File: src/rtl/game_controller_if.sv
// Frame-rate control and status bundle between the block-dodger game engine and its environment.
interface game_controller_if;
    logic        frame_tick;
    logic        btn_left;
    logic        btn_right;
    logic        btn_start;
    logic [9:0]  player_x;
    logic [9:0]  player_y;
    logic [9:0]  block0_x;
    logic [9:0]  block0_y;
    logic [9:0]  block1_x;
    logic [9:0]  block1_y;
    logic [9:0]  block2_x;
    logic [9:0]  block2_y;
    logic [1:0]  state;
    logic        game_over;
    logic [15:0] score;

    modport master (
        output frame_tick, btn_left, btn_right, btn_start,
        input  player_x, player_y, block0_x, block0_y, block1_x, block1_y,
               block2_x, block2_y, state, game_over, score
    );

    modport slave (
        input  frame_tick, btn_left, btn_right, btn_start,
        output player_x, player_y, block0_x, block0_y, block1_x, block1_y,
               block2_x, block2_y, state, game_over, score
    );
endinterface

File: src/rtl/game_controller.sv
// Block-dodger game engine: title/play/over FSM, player motion, falling blocks with
// LFSR respawn, collision and score. All outputs update once per frame_tick.
module game_controller #(
    parameter int          SCREEN_W    = 640,
    parameter int          SCREEN_H    = 480,
    parameter int          PLAYER_W    = 110,
    parameter int          PLAYER_H    = 20,
    parameter int          BLOCK_W     = 110,
    parameter int          BLOCK_H     = 32,
    parameter int          PLAYER_Y    = 440,
    parameter int          PLAYER_STEP = 4,
    parameter int          BASE_SPEED  = 2,
    parameter int          MAX_SPEED   = 8,
    parameter int          SPAWN_GAP   = 160,
    parameter logic [15:0] LFSR_SEED   = 16'hACE1
) (
    input  logic             clk,
    input  logic             rst_n,
    game_controller_if.slave bus
);
    typedef enum logic [1:0] {ST_IDLE = 2'd0, ST_PLAY = 2'd1, ST_OVER = 2'd2} state_t;

    localparam logic [10:0] X_MAX    = 11'(SCREEN_W - BLOCK_W);
    localparam logic [9:0]  X_HOME   = 10'((SCREEN_W - PLAYER_W) / 2);
    localparam logic [9:0]  Y_PARK   = 10'(SCREEN_H);
    localparam logic [9:0]  Y_PLAYER = 10'(PLAYER_Y);
    localparam logic [10:0] H_LIM    = 11'(SCREEN_H);
    localparam logic [10:0] P_W      = 11'(PLAYER_W);
    localparam logic [10:0] P_H      = 11'(PLAYER_H);
    localparam logic [10:0] B_W      = 11'(BLOCK_W);
    localparam logic [10:0] B_H      = 11'(BLOCK_H);
    localparam logic [10:0] P_Y      = 11'(PLAYER_Y);
    localparam logic [10:0] STEP     = 11'(PLAYER_STEP);
    localparam logic [10:0] GAP      = 11'(SPAWN_GAP);
    localparam logic [15:0] SPD_BASE = 16'(BASE_SPEED);
    localparam logic [15:0] SPD_MAX  = 16'(MAX_SPEED);

    function automatic logic [15:0] lfsr_step(input logic [15:0] v);
        return {1'b0, v[15:1]} ^ (v[0] ? 16'hB400 : 16'h0000);
    endfunction

    // Ten LFSR bits per block; values past the right edge fold back by 512.
    function automatic logic [9:0] spawn_x(input logic [15:0] lf, input int k);
        logic [10:0] c;
        c = {1'b0, lf[3*k +: 10]};
        return (c <= X_MAX) ? c[9:0] : 10'(c - 11'd512);
    endfunction

    state_t      r_state, w_state;
    logic [9:0]  r_px, w_px;
    logic [9:0]  r_bx [3];
    logic [9:0]  w_bx [3];
    logic [9:0]  r_by [3];
    logic [9:0]  w_by [3];
    logic [2:0]  r_act, w_act;
    logic [15:0] r_score, w_score;
    logic [15:0] r_lfsr;
    logic        r_btn_prev, r_start_req, r_game_over;
    logic        w_start_edge, w_req, w_coll;
    logic [15:0] w_spd_raw;
    logic [10:0] w_speed, w_px11;
    logic [10:0] w_ny [3];
    logic [2:0]  w_hit;
    logic [1:0]  w_inc;
    logic [16:0] w_sum;

    assign w_start_edge = bus.btn_start & ~r_btn_prev;
    assign w_req        = r_start_req | w_start_edge;
    assign w_spd_raw    = SPD_BASE + (r_score >> 3);
    assign w_speed      = (w_spd_raw > SPD_MAX) ? SPD_MAX[10:0] : w_spd_raw[10:0];
    assign w_px11       = {1'b0, r_px};
    assign w_coll       = |w_hit;

    // Per-block overlap test and candidate fall position, from pre-update registers.
    always_comb begin
        for (int k = 0; k < 3; k++) begin
            w_ny[k]  = {1'b0, r_by[k]} + w_speed;
            w_hit[k] = r_act[k]
                     & ({1'b0, r_bx[k]} < w_px11 + P_W)
                     & (w_px11 < {1'b0, r_bx[k]} + B_W)
                     & ({1'b0, r_by[k]} < P_Y + P_H)
                     & (P_Y < {1'b0, r_by[k]} + B_H);
        end
    end

    // Next-state and next-frame values; everything holds except on frame_tick.
    always_comb begin
        w_state = r_state;
        w_px    = r_px;
        w_bx    = r_bx;
        w_by    = r_by;
        w_act   = r_act;
        w_score = r_score;
        w_inc   = 2'd0;
        w_sum   = {1'b0, r_score};
        if (bus.frame_tick) begin
            case (r_state)
                ST_IDLE: begin
                    if (w_req) begin
                        w_state = ST_PLAY;
                        w_score = 16'd0;
                        w_px    = X_HOME;
                        w_act   = 3'b001;
                        for (int k = 1; k < 3; k++) begin
                            w_bx[k] = 10'd0;
                            w_by[k] = Y_PARK;
                        end
                        w_bx[0] = spawn_x(r_lfsr, 0);
                        w_by[0] = 10'd0;
                    end else begin
                        w_state = ST_IDLE;
                    end
                end
                ST_PLAY: begin
                    if (w_coll) begin
                        w_state = ST_OVER;
                    end else begin
                        if (bus.btn_left && !bus.btn_right) begin
                            w_px = (w_px11 >= STEP) ? 10'(w_px11 - STEP) : 10'd0;
                        end else if (bus.btn_right && !bus.btn_left) begin
                            w_px = (w_px11 + STEP > X_MAX) ? X_MAX[9:0] : 10'(w_px11 + STEP);
                        end else begin
                            w_px = r_px;
                        end
                        for (int k = 0; k < 3; k++) begin
                            if (r_act[k]) begin
                                if (w_ny[k] >= H_LIM) begin
                                    w_by[k] = 10'd0;
                                    w_bx[k] = spawn_x(r_lfsr, k);
                                    w_inc   = w_inc + 2'd1;
                                end else begin
                                    w_by[k] = w_ny[k][9:0];
                                end
                            end else begin
                                w_by[k] = r_by[k];
                            end
                        end
                        // Activation looks at the predecessor's pre-update state only.
                        for (int k = 1; k < 3; k++) begin
                            if (!r_act[k] && r_act[k-1] && ({1'b0, r_by[k-1]} >= GAP)) begin
                                w_act[k] = 1'b1;
                                w_by[k]  = 10'd0;
                                w_bx[k]  = spawn_x(r_lfsr, k);
                            end else begin
                                w_act[k] = r_act[k];
                            end
                        end
                        w_sum   = {1'b0, r_score} + 17'(w_inc);
                        w_score = w_sum[16] ? 16'hFFFF : w_sum[15:0];
                    end
                end
                ST_OVER: begin
                    if (w_req) begin
                        w_state = ST_IDLE;
                        w_px    = X_HOME;
                        w_act   = 3'b000;
                        for (int k = 0; k < 3; k++) begin
                            w_bx[k] = 10'd0;
                            w_by[k] = Y_PARK;
                        end
                    end else begin
                        w_state = ST_OVER;
                    end
                end
                default: begin
                    w_state = ST_IDLE;
                end
            endcase
        end else begin
            w_state = r_state;
        end
    end

    // Game registers, free-running LFSR and sticky start request.
    always_ff @(posedge clk or negedge rst_n) begin
        if (!rst_n) begin
            r_state     <= ST_IDLE;
            r_game_over <= 1'b0;
            r_px        <= X_HOME;
            r_act       <= 3'b000;
            r_score     <= 16'd0;
            r_lfsr      <= LFSR_SEED;
            r_btn_prev  <= 1'b0;
            r_start_req <= 1'b0;
            for (int k = 0; k < 3; k++) begin
                r_bx[k] <= 10'd0;
                r_by[k] <= Y_PARK;
            end
        end else begin
            r_lfsr      <= lfsr_step(r_lfsr);
            r_btn_prev  <= bus.btn_start;
            r_start_req <= bus.frame_tick ? 1'b0 : w_req;
            r_state     <= w_state;
            r_game_over <= (w_state == ST_OVER);
            r_px        <= w_px;
            r_act       <= w_act;
            r_score     <= w_score;
            r_bx        <= w_bx;
            r_by        <= w_by;
        end
    end

    assign bus.player_x  = r_px;
    assign bus.player_y  = Y_PLAYER;
    assign bus.block0_x  = r_bx[0];
    assign bus.block0_y  = r_by[0];
    assign bus.block1_x  = r_bx[1];
    assign bus.block1_y  = r_by[1];
    assign bus.block2_x  = r_bx[2];
    assign bus.block2_y  = r_by[2];
    assign bus.state     = r_state;
    assign bus.game_over = r_game_over;
    assign bus.score     = r_score;
endmodule

File: src/flat_wrapper.sv
// flat-port wrapper written by rule: the top's interface ports become plain ports
module game_controller_flat 
#(
    parameter int          SCREEN_W    = 640,
    parameter int          SCREEN_H    = 480,
    parameter int          PLAYER_W    = 110,
    parameter int          PLAYER_H    = 20,
    parameter int          BLOCK_W     = 110,
    parameter int          BLOCK_H     = 32,
    parameter int          PLAYER_Y    = 440,
    parameter int          PLAYER_STEP = 4,
    parameter int          BASE_SPEED  = 2,
    parameter int          MAX_SPEED   = 8,
    parameter int          SPAWN_GAP   = 160,
    parameter logic [15:0] LFSR_SEED   = 16'hACE1
)
  (clk, rst_n, bus_frame_tick, bus_btn_left, bus_btn_right, bus_btn_start, bus_player_x, bus_player_y, bus_block0_x, bus_block0_y, bus_block1_x, bus_block1_y, bus_block2_x, bus_block2_y, bus_state, bus_game_over, bus_score);
  game_controller_if bus_i ();
  input  logic clk;
  input  logic rst_n;
  input wire logic [$bits(bus_i.frame_tick)-1:0] bus_frame_tick;
  input wire logic [$bits(bus_i.btn_left)-1:0] bus_btn_left;
  input wire logic [$bits(bus_i.btn_right)-1:0] bus_btn_right;
  input wire logic [$bits(bus_i.btn_start)-1:0] bus_btn_start;
  output wire logic [$bits(bus_i.player_x)-1:0] bus_player_x;
  output wire logic [$bits(bus_i.player_y)-1:0] bus_player_y;
  output wire logic [$bits(bus_i.block0_x)-1:0] bus_block0_x;
  output wire logic [$bits(bus_i.block0_y)-1:0] bus_block0_y;
  output wire logic [$bits(bus_i.block1_x)-1:0] bus_block1_x;
  output wire logic [$bits(bus_i.block1_y)-1:0] bus_block1_y;
  output wire logic [$bits(bus_i.block2_x)-1:0] bus_block2_x;
  output wire logic [$bits(bus_i.block2_y)-1:0] bus_block2_y;
  output wire logic [$bits(bus_i.state)-1:0] bus_state;
  output wire logic [$bits(bus_i.game_over)-1:0] bus_game_over;
  output wire logic [$bits(bus_i.score)-1:0] bus_score;
  assign bus_i.frame_tick = bus_frame_tick;
  assign bus_i.btn_left = bus_btn_left;
  assign bus_i.btn_right = bus_btn_right;
  assign bus_i.btn_start = bus_btn_start;
  assign bus_player_x = bus_i.player_x;
  assign bus_player_y = bus_i.player_y;
  assign bus_block0_x = bus_i.block0_x;
  assign bus_block0_y = bus_i.block0_y;
  assign bus_block1_x = bus_i.block1_x;
  assign bus_block1_y = bus_i.block1_y;
  assign bus_block2_x = bus_i.block2_x;
  assign bus_block2_y = bus_i.block2_y;
  assign bus_state = bus_i.state;
  assign bus_game_over = bus_i.game_over;
  assign bus_score = bus_i.score;
  game_controller #(.SCREEN_W(SCREEN_W), .SCREEN_H(SCREEN_H), .PLAYER_W(PLAYER_W), .PLAYER_H(PLAYER_H), .BLOCK_W(BLOCK_W), .BLOCK_H(BLOCK_H), .PLAYER_Y(PLAYER_Y), .PLAYER_STEP(PLAYER_STEP), .BASE_SPEED(BASE_SPEED), .MAX_SPEED(MAX_SPEED), .SPAWN_GAP(SPAWN_GAP), .LFSR_SEED(LFSR_SEED)) u_core (.clk(clk), .rst_n(rst_n), .bus(bus_i));
endmodule
File: config.mk
export PLATFORM = sky130hd
export DESIGN_NAME = game_controller_flat
export DESIGN_NICKNAME = d
export VERILOG_FILES = /design/src/rtl/game_controller_if.sv /design/src/rtl/game_controller.sv /design/src/flat_wrapper.sv
export SDC_FILE = /design/constraint.sdc
export NUM_CORES = 1
export LEC_CHECK = 0
export BUFFER_PORTS_ARGS = -buffer_cell sky130_fd_sc_hd__buf_4
export CAP_MARGIN = 20
export CORE_ASPECT_RATIO = 0.7
export CORE_MARGIN = 1.5
export CORE_UTILIZATION = 45
export DETAILED_ROUTE_END_ITERATION = 8
export GPL_ROUTABILITY_DRIVEN = 0
export GPL_TIMING_DRIVEN = 0
export PLACE_DENSITY = 0.68
export SLEW_MARGIN = 20
export SYNTH_ARGS = -nofsm -noshare
export SYNTH_HDL_FRONTEND = slang
export SYNTH_SLANG_ARGS = --single-unit
File: constraint.sdc
create_clock -name clk -period 17.1 [get_ports clk]
set_input_delay 5.13 -clock clk [delete_from_list [all_inputs] [get_ports clk]]
set_output_delay 5.13 -clock clk [all_outputs]
set_load 0.005 [all_outputs]
==> results.cfg <==
[sta]
fin_crit_sh_pct = 49.7
fmax_mhz = 118
rsz0062_at_grt = false
min_period_ps = 8490
finalSetupTns_ps = 0
setup_viol_count_final = 0
fin_worst_skew_ps = 15.6
finalHoldViolCount = 0
worst_slew_pin_slew_ps = 991
drv_slew = 0
relSlewSlack_pct = 32.2

[global_routing]
overflow = 0
antenna_found_initial = 0
grt_max_degree = 75
grt_pass1_wl_um = 41900
grt_pass1_vias = 7660
track_usage_pct = 25.2

[setup_path]
cp_slowest_cell = dfrtp_1
critPathLaunchType = register
crit_fanout = 10
critPathMaxStageDelay_ps = 510
worstPathRequired_ps = 17400
crit_top_cell = nor2_1
arrival_ps = 8800
cp-end-kind = register
critPathKind = register to register

[logic_synthesis]
synth_top_area_cell = dfrtp_1
ys_top_cells_by_area = dfrtp_1 (24%), ha_1 (13%), dfstp_2 (6.6%), xnor2_1 (3.9%), nand2_1 (3.7%)
synth_edf_count = 0
yosysWarnings = 0
yosysMostFrequentCell = ha_1
synth_commonest_cells = ha_1 (94), nand2_1 (90), dfrtp_1 (87), nor2_1 (67), a21oi_1 (59)
synth-main-ff-cell = dfrtp_1
synth_cells = 1034
ys_types = 78
async_flop_share_pct = 100
yosysTopAreaCellShare_pct = 23.9
ys_ff_latch = 110
yosysSeqAreaShare_pct = 30.5
synth_area_um2 = 9120
syn_avg_cell_area_um2 = 8.82

[cts]
clk_latency_ps = 380
clk_pin_slew_ps = 90
clock_path_buffers = 2
cts_made_buffers = 9
cts_tree = done
clkSinkCount = 110
cts_root_buf = clkbuf_16
htreeDepth = 3
holdBufCountCts = 0
cts-resized-gates = 0
postCtsSetupBuffers = 0

[die]
core_um2 = 19900
start_util_pct = 45.9
die_y_um = 122
num_rows = 43
dieArea_um2 = 21100
fp.dieW_um = 173
io_pins = 105

[final_layout]
drive_gt1_share_pct = 16.6
area_delta_synth_final_pct = 16.2
stdcell_count = 1437
fin_area_um2 = 10600
n_antenna_cell = 0
final_util_pct = 53.3
fin_nets = 1263

[status]
outcome = completed

[flow_run]
drv_cap = 0

[placed_design]
dp.cells = 1421
dp_hpwl_um = 20400
placed_area_um2 = 10300
portBuffers = 93

[detailed_routing]
drtIter0Drc = 676
wirelength_um = 26400
ant_nets = 0
drc = 0
first_pass_iters = 5
vias = 8404
wl_per_cell_um = 18.4
avgViaCountPerCell = 5.85

[power]
total_power_mw = 1.15
vdd_drop_max_mv = 0.0504
p_per_area_nw_per_um2 = 108
p_leak_nw = 5.10

[hold_path]
min_path_type = register to register
-- sequential cells by signal, indices dropped and copies added (netlist names) --
name,cells
u_core.bus.score,16
u_core.r_lfsr,16
u_core.bus.block0_x,10
u_core.bus.block0_y,10
u_core.bus.block1_x,10
u_core.bus.block1_y,10
u_core.bus.block2_x,10
u_core.bus.block2_y,10
u_core.bus.player_x,10
u_core.r_act,3
u_core.bus.state,2
u_core.bus.game_over,1
u_core.r_btn_prev,1
u_core.r_start_req,1
-- path summary, 6_finish.rpt --
path | from | endpoint | slack, ps | cells past startpoint
min in group asynchronous | rst_n | u_core.bus.block2_y[2] | 4660 | 1
worst min-delay path | u_core.r_lfsr[0] | u_core.r_lfsr[15] | 370 | 0
worst max-delay path | u_core.bus.score[4] | u_core.bus.score[5] | 8610 | 31
worst min register to register | u_core.r_lfsr[0] | u_core.r_lfsr[15] | 370 | 0
max in group asynchronous | rst_n | u_core.bus.player_x[0] | 11700 | 2
worst max register to register | u_core.bus.score[4] | u_core.bus.score[5] | 8610 | 31
-- through the flow --
stage | hold slack [ps] | setup WS, ps
after CTS | 370 | 8720
after detailed placement | 357 | 8770
after global placement | 354 | 8780
after global routing | 373 | 7920
after floorplan | 353 | 10260
final | 368 | 8610
-- cell type report --
class / instances / area, um^2
Multi-Input combinational cell: 856 / 6040
Timing Repair Buffer: 94 / 729
Sequential cell: 110 / 2780
Inverter: 38 / 143
Buffer: 53 / 254
Clock buffer: 9 / 225
Tap cell: 270 / 338
Fill cell: 1851 / 9260
Clock inverter: 7 / 81.3
-- worst max-delay path, delay by kind of cell, from the launching register on --
family / cells / cell delay (ps)
buf+inv: 5 / 1130
simple gates: 13 / 3210
xor+xnor: 2 / 250
flops: 1 / 510
fa+ha+maj: 4 / 1130
mux: 1 / 400
compound gates: 6 / 1810
-- kinds of logic (layout without fill, tap and decap cells) --
kind of cell,after synthesis,after routing,synth area share (%)
xor+xnor,61,61,5.86
buf+inv,91,201,4.35
mux,25,25,3.27
compound gates,304,304,23.2
simple gates,346,346,19.6
other cells,2,25,0.0824
fa+ha+maj,95,95,13.1
flops,110,110,30.5
-- cell usage in the layout, fill, tap and decap left out, drive strengths merged, types with 30 or more instances in the layout --
| master | count |
|---|---|
| xnor2 | 41 |
| nand2 | 91 |
| o21ai | 54 |
| a21o | 30 |
| inv | 43 |
| ha | 94 |
| clkbuf | 45 |
| and2 | 31 |
| dfrtp | 87 |
| buf | 111 |
| a21oi | 60 |
| nor2 | 67 |
-- routing by layer --
layer	GRT usage, %	routed length (um)	vias up
met2	35.0	10500	242
met1	40.6	14100	4105
met3	3.84	1560	16
met4	4.51	218	0
met5	0	0	-
li1	-	-	4041
-- power breakdown --
part	total [mW]	switching, mW	internal [mW]
combinational	0.557	0.332	0.225
clock	0.227	0.121	0.106
sequential	0.364	0.0618	0.303
total	1.15	0.515	0.634
No activity file was read; power rests on OpenSTA's default activity.
